<file path="config.mk">
export PLATFORM = sky130hd
export DESIGN_NAME = wide_add_seq
export DESIGN_NICKNAME = d
export VERILOG_FILES = /design/src/rtl/mac512_pkg.sv /design/src/rtl/wide_add_seq_cla32.sv /design/src/rtl/wide_add_seq.sv
export SDC_FILE = /design/constraint.sdc
export NUM_CORES = 2
export LEC_CHECK = 0
export ABC_CLOCK_PERIOD_IN_PS = 4300
export CAP_MARGIN = 20
export CORE_AREA = 2 2 602 604
export CTS_CLUSTER_SIZE = 24
export DETAILED_ROUTE_END_ITERATION = 16
export DIE_AREA = 0 0 604 606
export HOLD_SLACK_MARGIN = 0.1
export PLACE_DENSITY = 0.4
export SYNTH_ARGS = -nofsm -noshare
export SYNTH_HDL_FRONTEND = slang
export SYNTH_HIERARCHICAL = 1
export SYNTH_SLANG_ARGS = --single-unit
</file>
<file path="constraint.sdc">
create_clock -name clk -period 4.3 [get_ports clk]
set_clock_uncertainty 0.15 [all_clocks]
set_input_delay 0.86 -clock clk [delete_from_list [all_inputs] [get_ports clk]]
set_output_delay 0.86 -clock clk [all_outputs]
set_load 0.05 [all_outputs]
</file>
<file path="src/rtl/mac512_pkg.sv">
// Shared definitions for the MAC_512 accumulation path.
//
// Contents:
//   CLA_SLICE : width of the single carry-lookahead slice (32 bits).
//   state_e   : sequencer states (IDLE, RUN, DONE).
//   clog2     : ceiling log2 helper, never returns less than 1 so a
//               counter built from it always has at least one bit.
package mac512_pkg;

  localparam int CLA_SLICE = 32;

  typedef enum logic [1:0] {
    IDLE = 2'd0,
    RUN  = 2'd1,
    DONE = 2'd2
  } state_e;

  function automatic int clog2(input int value);
    int result;
    result = 0;
    while ((1 << result) < value) begin
      result = result + 1;
    end
    if (result < 1) begin
      result = 1;
    end
    return result;
  endfunction

endpackage

</file>
<file path="src/rtl/wide_add_seq_cla32.sv">
// CLA32: 32-bit two-level carry-lookahead adder slice.
//
// Ports:
//   a, b  : 32-bit addends.
//   ci    : carry into bit 0.
//   s     : 32-bit sum.
//   g, p  : group generate / propagate for the whole 32-bit slice, so a
//           caller can form the slice carry-out as g | (p & carry_in).
//   co    : carry out of bit 31.
//
// Bits are grouped into eight 4-bit lookahead blocks; the block carries are
// resolved from block generate/propagate, then expanded inside each block.
module cla32
  import mac512_pkg::*;
(
  input  logic [31:0] a,
  input  logic [31:0] b,
  input  logic        ci,
  output logic [31:0] s,
  output logic        g,
  output logic        p,
  output logic        co
);

  always_comb begin
    logic [31:0] bit_g;
    logic [31:0] bit_p;
    logic [32:0] c;
    logic [7:0]  blk_g;
    logic [7:0]  blk_p;
    logic [8:0]  blk_c;
    logic        grp_g;
    logic        grp_p;

    bit_g = a & b;
    bit_p = a ^ b;
    c     = '0;
    blk_g = '0;
    blk_p = '0;
    blk_c = '0;
    grp_g = 1'b0;
    grp_p = 1'b1;

    // Per-block generate/propagate, written out in lookahead form.
    for (int i = 0; i < 8; i++) begin
      blk_g[i] = bit_g[4*i+3]
               | (bit_p[4*i+3] & bit_g[4*i+2])
               | (bit_p[4*i+3] & bit_p[4*i+2] & bit_g[4*i+1])
               | (bit_p[4*i+3] & bit_p[4*i+2] & bit_p[4*i+1] & bit_g[4*i]);
      blk_p[i] = &bit_p[4*i +: 4];
    end

    // Block-level carries, then bit-level carries within each block.
    blk_c[0] = ci;
    for (int i = 0; i < 8; i++) begin
      blk_c[i+1] = blk_g[i] | (blk_p[i] & blk_c[i]);
    end

    for (int i = 0; i < 8; i++) begin
      c[4*i] = blk_c[i];
      for (int j = 0; j < 3; j++) begin
        c[4*i+j+1] = bit_g[4*i+j] | (bit_p[4*i+j] & c[4*i+j]);
      end
    end
    c[32] = blk_c[8];

    // Whole-slice generate/propagate folded from the block terms.
    for (int i = 0; i < 8; i++) begin
      grp_g = blk_g[i] | (blk_p[i] & grp_g);
      grp_p = grp_p & blk_p[i];
    end

    s  = bit_p ^ c[31:0];
    g  = grp_g;
    p  = grp_p;
    co = c[32];
  end

endmodule

</file>
<file path="src/rtl/wide_add_seq.sv">
// wide_add_seq: multi-cycle WIDTH-bit adder built from one CLA32 slice.
//
// The operands are shifted through the slice LSB first, one 32-bit slice
// per clock, with the inter-slice carry held in a register. The result
// builds up in a sum shift register that fills from the top.
//
// Ports:
//   clk, rst_n      : clock, asynchronous active-low reset.
//   in_valid/ready  : operand handshake (ready only in IDLE).
//   a, b, ci        : operands and carry-in, sampled at the accept edge.
//   out_valid/ready : result handshake (valid only in DONE).
//   sum, cout       : registered (a + b + ci) mod 2^WIDTH and carry-out.
//   busy            : high while an operation is in RUN or DONE.
module wide_add_seq
  import mac512_pkg::*;
#(
  parameter int WIDTH = 512,
  parameter int SLICE = CLA_SLICE
) (
  input  logic             clk,
  input  logic             rst_n,
  input  logic             in_valid,
  output logic             in_ready,
  input  logic [WIDTH-1:0] a,
  input  logic [WIDTH-1:0] b,
  input  logic             ci,
  output logic             out_valid,
  input  logic             out_ready,
  output logic [WIDTH-1:0] sum,
  output logic             cout,
  output logic             busy
);

  localparam int NSLICE = WIDTH / SLICE;
  localparam int IDX_W  = clog2(NSLICE);
  localparam logic [IDX_W-1:0] LAST_IDX = IDX_W'(NSLICE - 1);

  state_e             state_q, state_d;
  logic [IDX_W-1:0]   idx_q, idx_d;
  logic               carry_q, carry_d;
  logic [WIDTH-1:0]   a_sr_q, a_sr_d;
  logic [WIDTH-1:0]   b_sr_q, b_sr_d;
  logic [WIDTH-1:0]   sum_q, sum_d;
  logic               cout_q, cout_d;

  logic [SLICE-1:0]   slice_sum;
  logic               slice_g;
  logic               slice_p;
  logic               slice_co;
  logic               cla_co_unused;

  cla32 u_cla32 (
    .a  (a_sr_q[SLICE-1:0]),
    .b  (b_sr_q[SLICE-1:0]),
    .ci (carry_q),
    .s  (slice_sum),
    .g  (slice_g),
    .p  (slice_p),
    .co (cla_co_unused)
  );

  // Carry into the next slice comes from the group terms and the carry
  // register rather than the slice's own ripple output.
  assign slice_co = slice_g | (slice_p & carry_q);

  always_comb begin
    state_d = state_q;
    idx_d   = idx_q;
    carry_d = carry_q;
    a_sr_d  = a_sr_q;
    b_sr_d  = b_sr_q;
    sum_d   = sum_q;
    cout_d  = cout_q;

    unique case (state_q)
      IDLE: begin
        if (in_valid) begin
          a_sr_d  = a;
          b_sr_d  = b;
          carry_d = ci;
          idx_d   = '0;
          state_d = RUN;
        end
      end
      RUN: begin
        a_sr_d  = a_sr_q >> SLICE;
        b_sr_d  = b_sr_q >> SLICE;
        sum_d   = {slice_sum, sum_q[WIDTH-1:SLICE]};
        carry_d = slice_co;
        idx_d   = idx_q + IDX_W'(1);
        if (idx_q == LAST_IDX) begin
          cout_d  = slice_co;
          idx_d   = '0;
          state_d = DONE;
        end
      end
      DONE: begin
        if (out_ready) begin
          state_d = IDLE;
        end
      end
      default: begin
        state_d = IDLE;
      end
    endcase
  end

  always_ff @(posedge clk or negedge rst_n) begin
    if (!rst_n) begin
      state_q <= IDLE;
      idx_q   <= '0;
      carry_q <= 1'b0;
      a_sr_q  <= '0;
      b_sr_q  <= '0;
      sum_q   <= '0;
      cout_q  <= 1'b0;
    end else begin
      state_q <= state_d;
      idx_q   <= idx_d;
      carry_q <= carry_d;
      a_sr_q  <= a_sr_d;
      b_sr_q  <= b_sr_d;
      sum_q   <= sum_d;
      cout_q  <= cout_d;
    end
  end

  assign in_ready  = (state_q == IDLE);
  assign out_valid = (state_q == DONE);
  assign busy      = (state_q == RUN) || (state_q == DONE);
  assign sum       = sum_q;
  assign cout      = cout_q;

endmodule

</file>
Yosys cells after proc, flatten, opt, wreduce, memory -nomap -nowiden --
Cells that the tools add are included.
Storage, ports and cells: bits in writable memories 0, bits in latches 0, memories kept 0, word-level logic and storage cells 193, bits in read-only memories 0, input bits 1029, bits in registers 1544
Operators by class: equal/unequal tests 6, $mul 0, divide/modulo/power cells 0, multiplexer cells 13, order comparisons 0, reduce and logical (&&, ||, !) cells 14, bitwise logic cells 152, add/sub/neg operators 1, shift-type cells 0
Operators by type and width (count):
- 512-bit one-hot mux with 2 select lines | 2
- 512-bit two-way mux | 2
- 1-bit bitwise AND | 86
- 32-bit bitwise XOR | 2
- 1-bit bitwise OR | 63
- 32-bit bitwise AND | 1
- 4-bit AND reduction | 8
- 4-bit two-way mux | 2
- 4-bit one-hot mux with 2 select lines | 1
- 2-bit two-way mux | 3
- 2-bit one-hot mux with 3 select lines | 1
- 4-bit by 1-bit adder with 4-bit output, second input constant | 1
- 4-bit equality test, second input constant | 1
- 2-bit inequality test, second input constant | 2
- 2-bit AND reduction | 2
- 3-bit AND reduction | 1
- 2-bit by 1-bit equality test with 1-bit output, second input constant | 1
- 2-bit equality test, second input constant | 1
- 2-bit logical NOT | 1
- 2-bit by 1-bit inequality test with 1-bit output, second input constant | 1
- 1-bit one-hot mux with 2 select lines | 1
- 2-bit nonzero test | 1
- 1-bit logical OR | 1
- 1-bit two-way mux | 1

Depth between registers and ports, before layout --
depth after elaboration 25, depth in mapped cells 12, mapped depth without buffers 12

Cells and area by module --
Netlist, hierarchy kept.
By module, submodules not included:
- wide_add_seq | area an instance 65509.1 µm², instances 1, sequential area each 38637.1 µm², cells each 5562
- cla32 | area an instance 1435.1 µm², instances 1, sequential area each 0.0 µm², cells each 153

Worst setup path before layout --
Ideal clock, no wire load.
kind register -> register, from register a_sr_q[9], to register sum_q[511], in the netlist sum[511], period minus slack after synthesis 3502 ps, stages on the path, launching flop included 13, library setup time 125 ps, arrival 3227 ps, path slack 798 ps, path buffers 0, path through dfrtp_1 > ha_1 > a21oi_2 > nor2_1 > a211oi_2 > a21oi_1 > o31ai_1 > o21ai_1 > fa_1 > fa_1 > fa_1 > xor2_1 > mux2_2
Between the ends: word-level cells in the longest chain between the ends 20, elaborated cells on any way between the ends 25, classes of those cells 24 x bitwise; 1 x reduce/logical
Ends and longest elaborated chain:
- start: declaration | line wide_add_seq.sv:41 | logic [WIDTH-1:0] a_sr_q, a_sr_d;
- start signal: assignment | line wide_add_seq.sv:121 | a_sr_q <= a_sr_d;
- 32-bit bitwise AND / 32-bit bitwise XOR (equally long branches) | line wide_add_seq_cla32.sv:35, wide_add_seq_cla32.sv:36
- 1-bit bitwise AND (on tied branches) | line wide_add_seq_cla32.sv:48, wide_add_seq_cla32.sv:49
- 1-bit bitwise OR / 1-bit bitwise AND (equally long branches) | line wide_add_seq_cla32.sv:48, wide_add_seq_cla32.sv:49
- 1-bit bitwise OR | line wide_add_seq_cla32.sv:49 | | (bit_p[4*i+3] & bit_p[4*i+2] & bit_p[4*i+1] & bit_g[4*i]);
- 1-bit bitwise OR (*) | line wide_add_seq_cla32.sv:56 | blk_c[i+1] = blk_g[i] | (blk_p[i] & blk_c[i]);
- 1-bit bitwise AND (*) | line wide_add_seq_cla32.sv:56
- 1-bit bitwise OR (*) | line wide_add_seq_cla32.sv:56
- 1-bit bitwise AND (*) | line wide_add_seq_cla32.sv:56
- (+5 left out)
- 1-bit bitwise AND (*) | line wide_add_seq_cla32.sv:62 | c[4*i+j+1] = bit_g[4*i+j] | (bit_p[4*i+j] & c[4*i+j]);
- 1-bit bitwise OR (*) | line wide_add_seq_cla32.sv:62
- 1-bit bitwise AND (*) | line wide_add_seq_cla32.sv:62
- 1-bit bitwise OR (*) | line wide_add_seq_cla32.sv:62
- 1-bit bitwise AND (*) | line wide_add_seq_cla32.sv:62
- 1-bit bitwise OR (*) | line wide_add_seq_cla32.sv:62
- 32-bit bitwise XOR (*) | line wide_add_seq_cla32.sv:73 | s = bit_p ^ c[31:0];
- net slice_sum[31] | line wide_add_seq.sv:46 | logic [SLICE-1:0] slice_sum;
- end signal: assignment | line wide_add_seq.sv:123 | sum_q <= sum_d;
- end: declaration | line wide_add_seq.sv:43 | logic [WIDTH-1:0] sum_q, sum_d;
Mark *: on every way through the listed nets, which the timed path passes. The rest lies on a longest branch. A chain may end at the register's enable or synchronous reset.

Worst setup path in the final report --
from register a_sr_q[0], to register sum_q[507], in the netlist sum[507]
Between the ends: word-level cells in the longest chain between the ends 21, elaborated cells on any way between the ends 24, classes of those cells 23 x bitwise; 1 x reduce/logical
Ends and longest elaborated chain (line):
- 32-bit bitwise XOR / 32-bit bitwise AND (equally long branches) | wide_add_seq_cla32.sv:36, wide_add_seq_cla32.sv:35
- 4-bit AND reduction / 1-bit bitwise AND (equally long branches) | wide_add_seq_cla32.sv:50, wide_add_seq_cla32.sv:49
- 1-bit bitwise AND / 1-bit bitwise OR (equally long branches) | wide_add_seq_cla32.sv:56, wide_add_seq_cla32.sv:49
- 1-bit bitwise OR (*) | wide_add_seq_cla32.sv:56
- 1-bit bitwise AND (*) | wide_add_seq_cla32.sv:56
- 1-bit bitwise OR (*) | wide_add_seq_cla32.sv:56
- 1-bit bitwise AND (*) | wide_add_seq_cla32.sv:56
- 1-bit bitwise OR (*) | wide_add_seq_cla32.sv:56
- (+6 left out)
- 1-bit bitwise AND (*) | wide_add_seq_cla32.sv:62
- 1-bit bitwise OR (*) | wide_add_seq_cla32.sv:62
- 1-bit bitwise AND (*) | wide_add_seq_cla32.sv:62
- 1-bit bitwise OR (*) | wide_add_seq_cla32.sv:62
- 1-bit bitwise AND (*) | wide_add_seq_cla32.sv:62
- 1-bit bitwise OR (*) | wide_add_seq_cla32.sv:62
- 32-bit bitwise XOR (*) | wide_add_seq_cla32.sv:73
- net slice_sum[27] | wide_add_seq.sv:46
Marked as above.

==> impl_metrics.env <==
export IMPL_timing_final_setup_violations=0
export IMPL_final_cell_count_no_fill=12200
export IMPL_clockBufferDepth=4
export IMPL_fin_nets=8296
export IMPL_worst_reg2reg_path_startpoint="a_sr_q[0]$_DFFE_PN0P_"
export IMPL_crit_family="adder cells"
export IMPL_finalCritPeriodShare=0.910
export IMPL_numPlacedInstances=11800
export IMPL_max_stage_delay_ns=0.42
export IMPL_slowest_stage="fa_1"
export IMPL_detailedPlacementHpwl_mm=264
export IMPL_rsz0062_at_grt="false"
export IMPL_clkLatencyLatePin_ns=0.87
export IMPL_layout_commonest_cell="dfrtp_1"
export IMPL_slew_viol_final=0
export IMPL_syn_instance_count=5713
export IMPL_floorplan_die_height_um=606
export IMPL_vdd_drop_max_uv=404
export IMPL_maxSlewHeadroom=0.310
export IMPL_min_path_type="flop to flop"
export IMPL_vias=48700
export IMPL_mostFrequentLayoutCells="1,544 x dfrtp_1, 1,540 x clkdlybuf4s50_1, 1,100 x nand2_1"
export IMPL_worstPathCellList="ha_1, a21oi_1, o221ai_2, a22oi_1, a21oi_1, o31ai_1, inv_1, fa_1, fa_1, fa_1, xor2_1, mux2_2"
export IMPL_reg2regPathDepth=12
export IMPL_drt_iter0_drc=2470
export IMPL_post_cts_resized_instances=0
export IMPL_fin_tns_setup_ns=0
export IMPL_ctsRootBufferMaster="clkbuf_16"
export IMPL_mappedNetlistNets=6803
export IMPL_post_cts_setup_buffers=0
export IMPL_grt_first_pass_wirelength_mm=438
export IMPL_antenna_nets_post_route=0
export IMPL_post_synthesis_average_cell_area_um2=11.7
export IMPL_postLayoutSetupSlackWorst_ns=0.388
export IMPL_route_detailed_vias_per_inst=3.98
export IMPL_cts_clk_slew_worst_paths_ns=0.06
export IMPL_worst_hold_startpoint="a_sr_q[493]$_DFFE_PN0P_"
export IMPL_grtUsageTotal=0.173
export IMPL_pin_count=1545
export IMPL_power_density_cell_area_mw_per_mm2=895
export IMPL_worst_slew_pin_transition_ns=1.03
export IMPL_drt_pass1_iter_count=5
export IMPL_core_rowCount=221
export IMPL_crit_reg2reg_capture="sum[507]$_DFFE_PN0N_"
export IMPL_numCtsBuffers=198
export IMPL_total_leakage_power_uw=0.0401
export IMPL_cts_htree_levels=4
export IMPL_synth_warnings=6
export IMPL_gp_congestion=0.858
export IMPL_io_buffers=1544
export IMPL_die_x_um=604
export IMPL_number_of_inserted_filler_cells_in_the_final_layout=38000
export IMPL_place_ws_ns=0.347
export IMPL_worst_path_max_fanout=3
export IMPL_grt_start_max_net_pins=192
export IMPL_finalCriticalPeriod_ns=3.91
export IMPL_hold_violations=0
export IMPL_critical_path_buf_inv_count=1
export IMPL_global_route_overflow_total=0
export IMPL_core_area_mm2=0.360
export IMPL_data_arrival_at_the_endpoint_of_the_critical_path_ns=4.52
export IMPL_reg2reg_slack_ns=0.39
export IMPL_number_of_global_route_vias_before_repair=50600
export IMPL_number_of_antenna_violations_at_the_first_check_in_global_routing=230
export IMPL_area_growth_synth_to_final_pct=42.2
export IMPL_end_kind="flop"
export IMPL_timing_hold_worst_path_depth=2
export IMPL_post_route_drc_count=0
export IMPL_dieArea_mm2=0.366
export IMPL_mappedNetlistArea_mm2=0.0669
export IMPL_worst_path_most_repeated_cell="fa_1"
export IMPL_total_wire_length_after_detailed_routing_mm=326
export IMPL_tritoncts="built"
export IMPL_status="complete, no violations"
export IMPL_fmaxAchievable_mhz=256
export IMPL_timing_critical_path_required_ns=4.91
export IMPL_final_layout_size_suffix_gt1_frac=0.134
export IMPL_clock_sinks=1544
export IMPL_avgRoutedWirePerCell_um=26.7
export IMPL_worst_setup_path_type="flop to flop"
export IMPL_drv_max_cap_violation_count=0
export IMPL_effective_utilization_at_floorplan=0.186
export IMPL_timing_hold_worst_endpoint="a_sr_q[493]$_DFFE_PN0P_"
export IMPL_critPathLaunchType="flop"
## per-stage QoR
step | hold slack [ns] | area [um^2] | util | power, uW
floorplan | 0.288 | 66900 | - | 52100
global route | 0.314 | 95100 | 0.264 | 90800
detailed placement | 0.305 | 88400 | 0.245 | 69700
global placement | 0.300 | 88400 | 0.245 | 69200
CTS | 0.265 | 95000 | 0.264 | 87300
finish | 0.312 | 95200 | 0.264 | 85200
## final cells by class
class / count / area, um^2 / share of cell area
Inverter: 26 / 97.6 / 0.00103
Multi-Input combinational cell: 3744 / 26400 / 0.277
Sequential cell: 1544 / 38600 / 0.406
Tap cell: 4794 / 6000 / 0.0630
Antenna cell: 86 / 215 / 0.00226
Clock inverter: 61 / 791 / 0.00831
Timing Repair Buffer: 1692 / 17300 / 0.181
Clock buffer: 286 / 5830 / 0.0612
## layer usage
layer	track usage	up-vias	wire length, um
li1	-	22900	-
met1	0.175	23700	114000
met2	0.336	1405	179000
met3	0.0480	610	20600
met4	0.0601	126	11700
met5	0	-	789
## power by group
group | total (uW) | switching (uW) | internal [uW]
sequential | 28200 | 6460 | 21700
clock | 17100 | 6960 | 10200
combinational | 39900 | 24500 | 15300
## worst reg2reg max path: stages (launching register included)
cell and delay, ns:
dfrtp_1 0.39, ha_1 0.33, a21oi_1 0.23, o221ai_2 0.18, a22oi_1 0.26, a21oi_1 0.13, o31ai_1 0.40, inv_1 0.11
fa_1 0.39, fa_1 0.42, fa_1 0.40, xor2_1 0.17, mux2_2 0.26
## worst max path at each step
stage                     cells after the start                    to  slack, ns                   from
after global routing                         12  sum[507]$_DFFE_PN0N_       0.20  a_sr_q[7]$_DFFE_PN0P_
after CTS                                    12  sum[511]$_DFFE_PN0N_       0.33  a_sr_q[0]$_DFFE_PN0P_
after floorplan                              12  sum[511]$_DFFE_PN0N_       0.87  a_sr_q[9]$_DFFE_PN0P_
after detailed placement                     12  sum[511]$_DFFE_PN0N_       0.35  a_sr_q[0]$_DFFE_PN0P_
after global placement                       12  sum[511]$_DFFE_PN0N_       0.35  a_sr_q[0]$_DFFE_PN0P_
final                                        12  sum[507]$_DFFE_PN0N_       0.39  a_sr_q[0]$_DFFE_PN0P_
## flip-flops by register name, indices dropped and copies added (netlist names)
signal / cells
a_sr_q: 512
b_sr_q: 512
carry_q: 1
cout: 1
idx_q: 4
state_q: 2
sum: 512
## timing repair
action | 4_1_cts | 5_1_grt
endpoints found under the hold margin | 50 | 0
hold buffers | 1 | 0
setup endpoints to repair | 0 | 0
No activity file was read; power rests on OpenSTA's default activity.
